===== config.mk =====
export PLATFORM = sky130hd
export DESIGN_NAME = seq_lighting_ctrl
export DESIGN_NICKNAME = d
export VERILOG_FILES = /design/src/rtl/seq_lighting_pkg.sv /design/src/rtl/seq_tick_gen.sv /design/src/rtl/seq_lighting_ctrl.sv
export SDC_FILE = /design/constraint.sdc
export NUM_CORES = 1
export LEC_CHECK = 0
export CAP_MARGIN = 20
export CORE_UTILIZATION = 35
export CTS_BUF_LIST = sky130_fd_sc_hd__clkbuf_4 sky130_fd_sc_hd__clkbuf_8 sky130_fd_sc_hd__clkbuf_16
export DETAILED_ROUTE_END_ITERATION = 10
export SYNTH_ARGS = -nofsm -noshare
export SYNTH_HDL_FRONTEND = slang
export SYNTH_SLANG_ARGS = --single-unit

===== constraint.sdc =====
create_clock -name i_clk -period 3.3 [get_ports i_clk]
set_clock_uncertainty 0.1 [all_clocks]
set_input_delay 0.66 -clock i_clk [delete_from_list [all_inputs] [get_ports i_clk]]
set_output_delay 0.66 -clock i_clk [all_outputs]
set_load 0.05 [all_outputs]

===== src/rtl/seq_lighting_pkg.sv =====
// ----------------------------------------------------------------------------
// seq_lighting_pkg
//   Shared types and constants for the sequential lighting scheduler:
//   pattern mode codes, the scheduler state enum and the per-mode step count.
//   No ports; imported by seq_tick_gen and seq_lighting_ctrl.
// ----------------------------------------------------------------------------
package seq_lighting_pkg;

   typedef enum logic [1:0] {
      MODE_CHASE_FWD = 2'd0,
      MODE_CHASE_REV = 2'd1,
      MODE_PING_PONG = 2'd2,
      MODE_BLINK     = 2'd3
   } mode_t;

   typedef enum logic {
      ST_IDLE = 1'b0,
      ST_RUN  = 1'b1
   } state_t;

   localparam int unsigned BLINK_STEPS = 2;

   // Steps per pass. Ping-pong visits the endpoints once, so it is 2N-2.
   function automatic int unsigned num_steps(input mode_t mode, input int unsigned n_led);
      int unsigned n;
      case (mode)
         MODE_CHASE_FWD: n = n_led;
         MODE_CHASE_REV: n = n_led;
         MODE_PING_PONG: n = 2 * n_led - 2;
         default:        n = BLINK_STEPS;
      endcase
      return n;
   endfunction

endpackage


===== src/rtl/seq_tick_gen.sv =====
// ----------------------------------------------------------------------------
// seq_tick_gen
//   Step prescaler. Counts 0..period-1 while enabled and emits a one-cycle
//   tick in the cycle where the count equals period-1; the count then wraps.
// Ports:
//   i_clk     in  1      clock
//   i_reset   in  1      synchronous active-high reset
//   i_clear   in  1      hold the count at zero
//   i_en      in  1      advance the count
//   i_period  in  DIV_W  cycles per tick (>= 2)
//   o_tick    out 1      tick, combinational from the count register
// ----------------------------------------------------------------------------
module seq_tick_gen #(
   parameter int DIV_W = 24
) (
   input  logic             i_clk,
   input  logic             i_reset,
   input  logic             i_clear,
   input  logic             i_en,
   input  logic [DIV_W-1:0] i_period,
   output logic             o_tick
);

   logic [DIV_W-1:0] r_count;
   logic             w_tick;

   assign w_tick = i_en && !i_clear && (r_count == i_period - 1'b1);
   assign o_tick = w_tick;

   always_ff @(posedge i_clk) begin
      if (i_reset || i_clear) begin
         r_count <= '0;
      end else if (i_en) begin
         if (w_tick) r_count <= '0;
         else        r_count <= r_count + 1'b1;
      end
   end

endmodule


===== src/rtl/seq_lighting_ctrl.sv =====
// ----------------------------------------------------------------------------
// seq_lighting_ctrl
//   Command-driven scheduler for an N_LED lamp chain. One command (mode,
//   speed, repeat count) is accepted in IDLE, the lamps are stepped at the
//   prescaled rate, and the block returns to IDLE with a one-cycle done pulse
//   after the last pass (or silently on abort).
//
//   Handshake: a command transfers on a rising clock edge where
//   i_cmd_valid && o_cmd_ready. o_cmd_ready is 1 exactly while IDLE; while
//   RUN all command inputs are ignored and i_cmd_valid may stay high.
//
// Ports:
//   i_clk        in  1      clock, posedge
//   i_reset      in  1      synchronous active-high reset
//   i_cmd_valid  in  1      command offered
//   o_cmd_ready  out 1      1 iff IDLE
//   i_cmd_mode   in  2      0 chase fwd, 1 chase rev, 2 ping-pong, 3 blink
//   i_cmd_speed  in  2      step period = TICK_DIV << speed
//   i_cmd_reps   in  REP_W  passes to run, 0 = until abort
//   i_abort      in  1      stop a running pattern (ignored in IDLE)
//   o_led        out N_LED  registered lamp drive, o_led[N_LED-1] is lamp "a"
//   o_busy       out 1      1 iff RUN
//   o_done       out 1      one-cycle pulse on normal completion
//   o_state      out 1      current scheduler state, for observation
// ----------------------------------------------------------------------------
module seq_lighting_ctrl
   import seq_lighting_pkg::*;
#(
   parameter int N_LED    = 5,
   parameter int TICK_DIV = 1000000,
   parameter int DIV_W    = 24,
   parameter int REP_W    = 4
) (
   input  logic             i_clk,
   input  logic             i_reset,
   input  logic             i_cmd_valid,
   output logic             o_cmd_ready,
   input  logic [1:0]       i_cmd_mode,
   input  logic [1:0]       i_cmd_speed,
   input  logic [REP_W-1:0] i_cmd_reps,
   input  logic             i_abort,
   output logic [N_LED-1:0] o_led,
   output logic             o_busy,
   output logic             o_done,
   output state_t           o_state
);

   localparam int STEP_W = $clog2(2 * N_LED);

   state_t            r_state;
   mode_t             r_mode;
   logic [1:0]        r_speed;
   logic [REP_W-1:0]  r_reps;
   logic [REP_W-1:0]  r_pass;
   logic [STEP_W-1:0] r_step;
   logic [N_LED-1:0]  r_led;
   logic              r_done;

   state_t            w_state_nxt;
   mode_t             w_mode_nxt;
   logic [1:0]        w_speed_nxt;
   logic [REP_W-1:0]  w_reps_nxt;
   logic [REP_W-1:0]  w_pass_nxt;
   logic [STEP_W-1:0] w_step_nxt;
   logic [N_LED-1:0]  w_led_nxt;
   logic              w_done_nxt;

   logic              w_accept;
   logic              w_tick;
   logic [DIV_W-1:0]  w_period;
   logic [STEP_W-1:0] w_last_step;
   logic [REP_W-1:0]  w_pass_inc;

   // Lamp pattern for a given step of a given mode.
   function automatic logic [N_LED-1:0] f_decode(input mode_t mode, input logic [STEP_W-1:0] step);
      logic [N_LED-1:0] pat;
      int               idx;
      int               tgt;
      idx = int'(step);
      case (mode)
         MODE_CHASE_FWD: tgt = N_LED - 1 - idx;
         MODE_CHASE_REV: tgt = idx;
         MODE_PING_PONG: tgt = (idx <= N_LED - 1) ? (N_LED - 1 - idx) : (idx - (N_LED - 1));
         default:        tgt = -1;
      endcase
      for (int i = 0; i < N_LED; i++) pat[i] = (i == tgt);
      if (mode == MODE_BLINK) pat = (step == '0) ? '1 : '0;
      return pat;
   endfunction

   assign w_accept    = (r_state == ST_IDLE) && i_cmd_valid;
   assign w_period    = DIV_W'(TICK_DIV) << r_speed;
   assign w_last_step = STEP_W'(num_steps(r_mode, N_LED) - 1);
   // Saturates so an endless (reps==0) run never wraps back to a match.
   assign w_pass_inc  = (r_pass == '1) ? r_pass : r_pass + 1'b1;

   // Prescaler is held at zero outside RUN, so the first step of a new
   // command always lasts a full period.
   seq_tick_gen #(
      .DIV_W(DIV_W)
   ) u_tick (
      .i_clk    (i_clk),
      .i_reset  (i_reset),
      .i_clear  (r_state != ST_RUN),
      .i_en     (r_state == ST_RUN),
      .i_period (w_period),
      .o_tick   (w_tick)
   );

   always_ff @(posedge i_clk) begin
      if (i_reset) begin
         r_state <= ST_IDLE;
         r_mode  <= MODE_CHASE_FWD;
         r_speed <= '0;
         r_reps  <= '0;
         r_pass  <= '0;
         r_step  <= '0;
         r_led   <= '0;
         r_done  <= 1'b0;
      end else begin
         r_state <= w_state_nxt;
         r_mode  <= w_mode_nxt;
         r_speed <= w_speed_nxt;
         r_reps  <= w_reps_nxt;
         r_pass  <= w_pass_nxt;
         r_step  <= w_step_nxt;
         r_led   <= w_led_nxt;
         r_done  <= w_done_nxt;
      end
   end

   always_comb begin
      w_state_nxt = r_state;
      w_mode_nxt  = r_mode;
      w_speed_nxt = r_speed;
      w_reps_nxt  = r_reps;
      w_pass_nxt  = r_pass;
      w_step_nxt  = r_step;
      w_led_nxt   = r_led;
      w_done_nxt  = 1'b0;
      case (r_state)
         ST_IDLE: begin
            // Abort is ignored in IDLE, including when it arrives with a command.
            if (w_accept) begin
               w_state_nxt = ST_RUN;
               w_mode_nxt  = mode_t'(i_cmd_mode);
               w_speed_nxt = i_cmd_speed;
               w_reps_nxt  = i_cmd_reps;
               w_pass_nxt  = '0;
               w_step_nxt  = '0;
               w_led_nxt   = f_decode(mode_t'(i_cmd_mode), '0);
            end
         end
         ST_RUN: begin
            if (i_abort) begin
               // Takes priority over a coinciding final tick: no done pulse.
               w_state_nxt = ST_IDLE;
               w_pass_nxt  = '0;
               w_step_nxt  = '0;
               w_led_nxt   = '0;
            end else if (w_tick) begin
               if (r_step == w_last_step) begin
                  w_step_nxt = '0;
                  w_pass_nxt = w_pass_inc;
                  if ((r_reps != '0) && (w_pass_inc == r_reps)) begin
                     w_state_nxt = ST_IDLE;
                     w_pass_nxt  = '0;
                     w_led_nxt   = '0;
                     w_done_nxt  = 1'b1;
                  end else begin
                     w_led_nxt = f_decode(r_mode, '0);
                  end
               end else begin
                  w_step_nxt = r_step + 1'b1;
                  w_led_nxt  = f_decode(r_mode, r_step + 1'b1);
               end
            end
         end
         default: begin
            w_state_nxt = ST_IDLE;
            w_led_nxt   = '0;
         end
      endcase
   end

   assign o_cmd_ready = (r_state == ST_IDLE);
   assign o_busy      = (r_state == ST_RUN);
   assign o_led       = r_led;
   assign o_done      = r_done;
   assign o_state     = r_state;

endmodule

; ---- Yosys cells after proc, flatten, opt, wreduce, memory -nomap -nowiden
; Cells that the tools add are included.
; W data, S select, Z words.
[word_totals]
register_bits = 47
input_bits = 12
elab_cells = 109
[op_classes]
n_addsub = 7
order_cmp = 1
eq_ne = 25
shift = 1
mux = 45
bitwise_logic = 3
n_reduce_logical = 18
[ops]
columns = op, count
row1 = $mux W32, 12
row2 = $eq A3 B32 Y1 const A, 6
row3 = $pmux W32 S2, 2
row4 = $eq A2 B32 Y1 const A, 3
row5 = $eq A4 B32 Y1 const A, 3
row6 = $logic_not A32 Y1, 3
row7 = $pmux W32 S3, 1
row8 = $mux W5, 9
row9 = $mux W4, 9
row10 = $add A24 B1 Y24 const B, 1
row11 = $eq A24 B24 Y1, 1
row12 = $mux W24, 1
row13 = $pmux W4 S2, 3
row14 = $shl A20 B2 Y24 const A, 1
row15 = $sub A24 B1 Y24 const B, 1
row16 = $pmux W5 S2, 1
row17 = $add A4 B1 Y4 const B, 2
row18 = $eq A2 B2 Y1 const B, 4
row19 = $eq A4 B4 Y1, 2
row20 = $mux W1, 6
row21 = $ne A3 B2 Y1 const B, 2
row22 = $reduce_or A2 Y1, 3
row23 = $reduce_or A5 Y1, 1
row24 = $sub A3 B4 Y5 const A, 1
row25 = 15 further kinds, 22

; ---- Logic depth before layout (Yosys ltp)
[logic_depth]
depth_word = 16
depth_mapped = 12
ltp_nobuf = 11

; ---- By module
; A second synthesis with hierarchy kept.
[hier_totals]
hier_cells = 497
hier_area_um2 = 4066.4
[modules_own_cells]
columns = module, n_inst, cells_per_inst, area_per_inst_um2, seq_area_each_um2
row1 = seq_tick_gen, 1, 253, 2253.4, 480.5
row2 = seq_lighting_ctrl, 1, 244, 1813.0, 460.4

; ---- Worst setup path after synthesis
; No wires, ideal clock.
[synth_timing]
path_type = reg2reg
from = register r_speed[1]
to = register r_step[1]
t_arrival_ns = 2.478
setup_slack_ns = 0.652
stages_incl_launch_ff = 10
synth_period_minus_slack_ns = 2.648
path_cell_list = dfxtp_1 -> inv_1 -> ha_1 -> nand2b_2 -> a21o_2 -> a211o_2 -> a311oi_4 -> o22ai_4 -> or3_1 -> a21oi_1
[synth_between]
elab_chain_cells = 6
[synth_rtl]
columns = element, line_no
row1 = start: declaration, seq_lighting_ctrl.sv:52  ; logic [1:0] r_speed;
row2 = start signal: assignment, seq_lighting_ctrl.sv:123  ; r_speed <= w_speed_nxt;
row3 = $shl A20 B2 Y24, seq_lighting_ctrl.sv:92  ; assign w_period = DIV_W'(TICK_DIV) << r_speed;
row4 = $sub A24 B1 Y24, seq_tick_gen.sv:27  ; assign w_tick = i_en && !i_clear && (r_count == i_period - 1'b1);
row5 = $eq A24 B24 Y1, seq_tick_gen.sv:27
row6 = $logic_and A1 B1 Y1, seq_tick_gen.sv:27
row7 = $ne A3 B2 Y1 (no source line), n/a
row8 = $reduce_and A2 Y1 (no source line), n/a
row9 = end signal: assignment, seq_lighting_ctrl.sv:126  ; r_step <= w_step_nxt;
row10 = end: declaration, seq_lighting_ctrl.sv:55  ; logic [STEP_W-1:0] r_step;
; Every way passes these cells.
; A chain may end at the register's enable or synchronous reset.

; ---- Worst setup path in the final report
[layout_timing]
from = register r_speed[1]
to = register r_pass[1]
[layout_between]
elab_chain_cells = 6
[layout_rtl]
columns = element, line_no
row1 = $shl A20 B2 Y24, seq_lighting_ctrl.sv:92
row2 = $sub A24 B1 Y24, seq_tick_gen.sv:27
row3 = $eq A24 B24 Y1, seq_tick_gen.sv:27
row4 = $logic_and A1 B1 Y1, seq_tick_gen.sv:27
row5 = $ne A3 B2 Y1 (no source line), n/a
row6 = $reduce_and A3 Y1 (no source line), n/a
row7 = end signal: assignment, seq_lighting_ctrl.sv:125  ; r_pass <= w_pass_nxt;
row8 = end: declaration, seq_lighting_ctrl.sv:54  ; logic [REP_W-1:0] r_pass;
; Every way passes these cells.

==> out/results.ini <==
[run_status]
status=finished, final reports clean

[power]
power_leakage_nw=1.12
power_mw=1.20
ir_drop_v=0.000178
power.density_nw_per_um2=351

[synth]
synth_edf_count=0
yosys_most_used_dff=dfxtp_1
syn_area_per_cell_um2=7.87
synthMuxAreaShare_pct=1.31
synth_top_family_by_area=simple AND/OR/NAND/NOR gates
synth_seq_area_share_pct=30.8
synth_cell_types=63
syn_area_um2=3060
yosys.area_share.simple_pct=26.0
synth_nets=413
synthCells=388
synth-xor-area-share_pct=8.03
ys_warn_count=0
ys_ff_latch=47
ys_async_sr_fraction_pct=0
synth-adder-area-share_pct=5.32
synth-compound-area-share_pct=21.0

[timing]
fin_crit_ns=3.07
max_freq_mhz=325
worst_pin_slew_ns=0.501
maxSlewViolCount=0
max_slew_margin_pct=66.5
fin_tns_setup_ns=0
finalCritPeriodShare_pct=93.1
finalSetupViolCount=0
worst_slack_ns=0.226
rsz0062_at_grt=false
hold_violations=0

[placement]
preCtsSetupSlack_ns=0.234
gp_congestion=0.827
dpl.hpwl_mm=5.17
portBuffers=20

[cts]
path_clk_slew_ns=0.09
cts_hold_buf=0
cts_post_setup_buffers_inserted=0
clk_path_buf_depth=2
ctsResizeCount=0
numCtsBuffers=5
htreeDepth=2
cts_sinks=47
insertion_delay_ns=0.31
cts_root_buf=clkbuf_8
cts_tree=yes

[floorplan]
die-area_um2=9110
fp.coreArea_um2=8340
initial_core_util_pct=36.6
fp.dieH_um=95.4
rows=33
boundaryPins=21
die_width_um=95.4

[drt]
first_pass_iters=4
vias_per_cell=5.30
vias=2672
antenna_left=0
drc=0
wl_per_cell_um=13.8
drt_iter0_drc=69
routed_wirelength_mm=6.95

[worst_setup_path]
arrival_ns=3.17
cp-start-kind=register
path_class=reg2reg
cp_max_fo=16
cp-end-kind=register
worstPathRequired_ns=3.40

[hold_path]
holdCritPathClass=reg2reg

[global_routing]
grt_busiest_layer=met2
met1_usage_pct=22.0
grt_use_met3_pct=2.95
overflow=0
grt_pass1_wl_mm=11.8
use_met2_pct=27.1
grt_pass1_vias=2496
grt_start_max_net_pins=26
antenna_found_initial=0
track_usage_pct=16.5

[cells_and_area]
final_core_util_pct=40.8
antenna_cells=0
syn2layout_area_growth_pct=11.5
drive_gt1_share_pct=7.02
final_common_cell=dfxtp_1
fin_nets=423
final_cell_mix=dfxtp_1, nor2_1, nand2_1

[flow_run]
cap_viol_max_count=0

==> logic make-up (layout without fill, tap and decap cells) <==
group | Yosys count | after routing
buffers and inverters | 48 | 59
adders and majority gates | 13 | 13
AOI/OAI and AO/OA | 91 | 91
DFF | 47 | 47
and+or+nand+nor | 157 | 157
xor gates and xnor gates | 28 | 28
muxes | 4 | 4
==> stage by stage <==
stage / instances / hold slack, ns / instance area, um^2
finish: 504 / 0.369 / 3410
global route: 504 / 0.398 / 3410
floorplan: 388 / 0.330 / 3060
detailed placement: 496 / 0.356 / 3290
global placement: 496 / 0.350 / 3290
CTS: 504 / 0.371 / 3410
==> layout make-up <==
| class | count | area (um^2) |
|---|---|---|
| clock buffer | 5 | 68.8 |
| clock inverter | 3 | 43.8 |
| fill | 879 | 4930 |
| inverter | 26 | 97.6 |
| multi-input combinational | 293 | 1890 |
| sequential | 47 | 941 |
| tap | 105 | 131 |
| timing repair buffer | 25 | 238 |
==> critical path, stage by stage (launching register included) <==
cell and delay [ns]:
dfxtp_1 0.52, inv_1 0.14, ha_1 0.27, or3_1 0.32, a211oi_1 0.26, o211ai_1 0.19
a311oi_4 0.39, o22ai_4 0.24, a211oi_1 0.40, o32ai_1 0.13
==> path summary, 6_finish.rpt <==
path	startpoint	endpoint	slack (ns)	cells past startpoint
worst min register to register	o_led[2]	o_led[2]	0.37	2
worst max register to register	r_speed[1]	r_pass[1]	0.23	9
worst max-delay path	r_speed[1]	r_pass[1]	0.23	9
worst min-delay path	o_led[2]	o_led[2]	0.37	2
==> where the power goes <==
group          internal, mW  switching (mW)  leakage (nW)
sequential            0.580          0.0172         0.381
clock                 0.226           0.208        0.0581
combinational        0.0665          0.0993         0.685
==> per-layer routing <==
layer | vias to the layer above | share of wire [%]
li1 | 1388 | -
met1 | 1251 | 50
met2 | 26 | 46
met3 | 7 | 2.5
met4 | 0 | 1.1
met5 | - | 0
==> state kept, by name, indices dropped and copies added, names as in the netlist <==
name,flops
r_step,4
r_pass,4
o_busy,1
o_done,1
r_reps,4
u_tick.r_count,24
r_speed,2
r_mode,2
o_led,5
==> cells in the mapped netlist, types with 6 or more instances <==
cell type / count / area share [%]
dfxtp_1: 47 / 31
nand2_1: 33 / 4.1
xnor2_1: 12 / 3.4
clkbuf_1: 11 / 1.4
a21oi_1: 25 / 4.1
o211ai_1: 6 / 1.5
nor3_1: 6 / 0.98
a211oi_1: 7 / 1.7
or3_1: 11 / 2.3
nor2_1: 44 / 5.4
nand2b_1: 7 / 1.4
nand3_1: 22 / 3.6
nand4_1: 6 / 1.2
xor2_1: 16 / 4.6
ha_1: 13 / 5.3
o21ai_0: 17 / 2.8
inv_1: 26 / 3.2
Note: power is estimated with default switching activity, not from simulation.
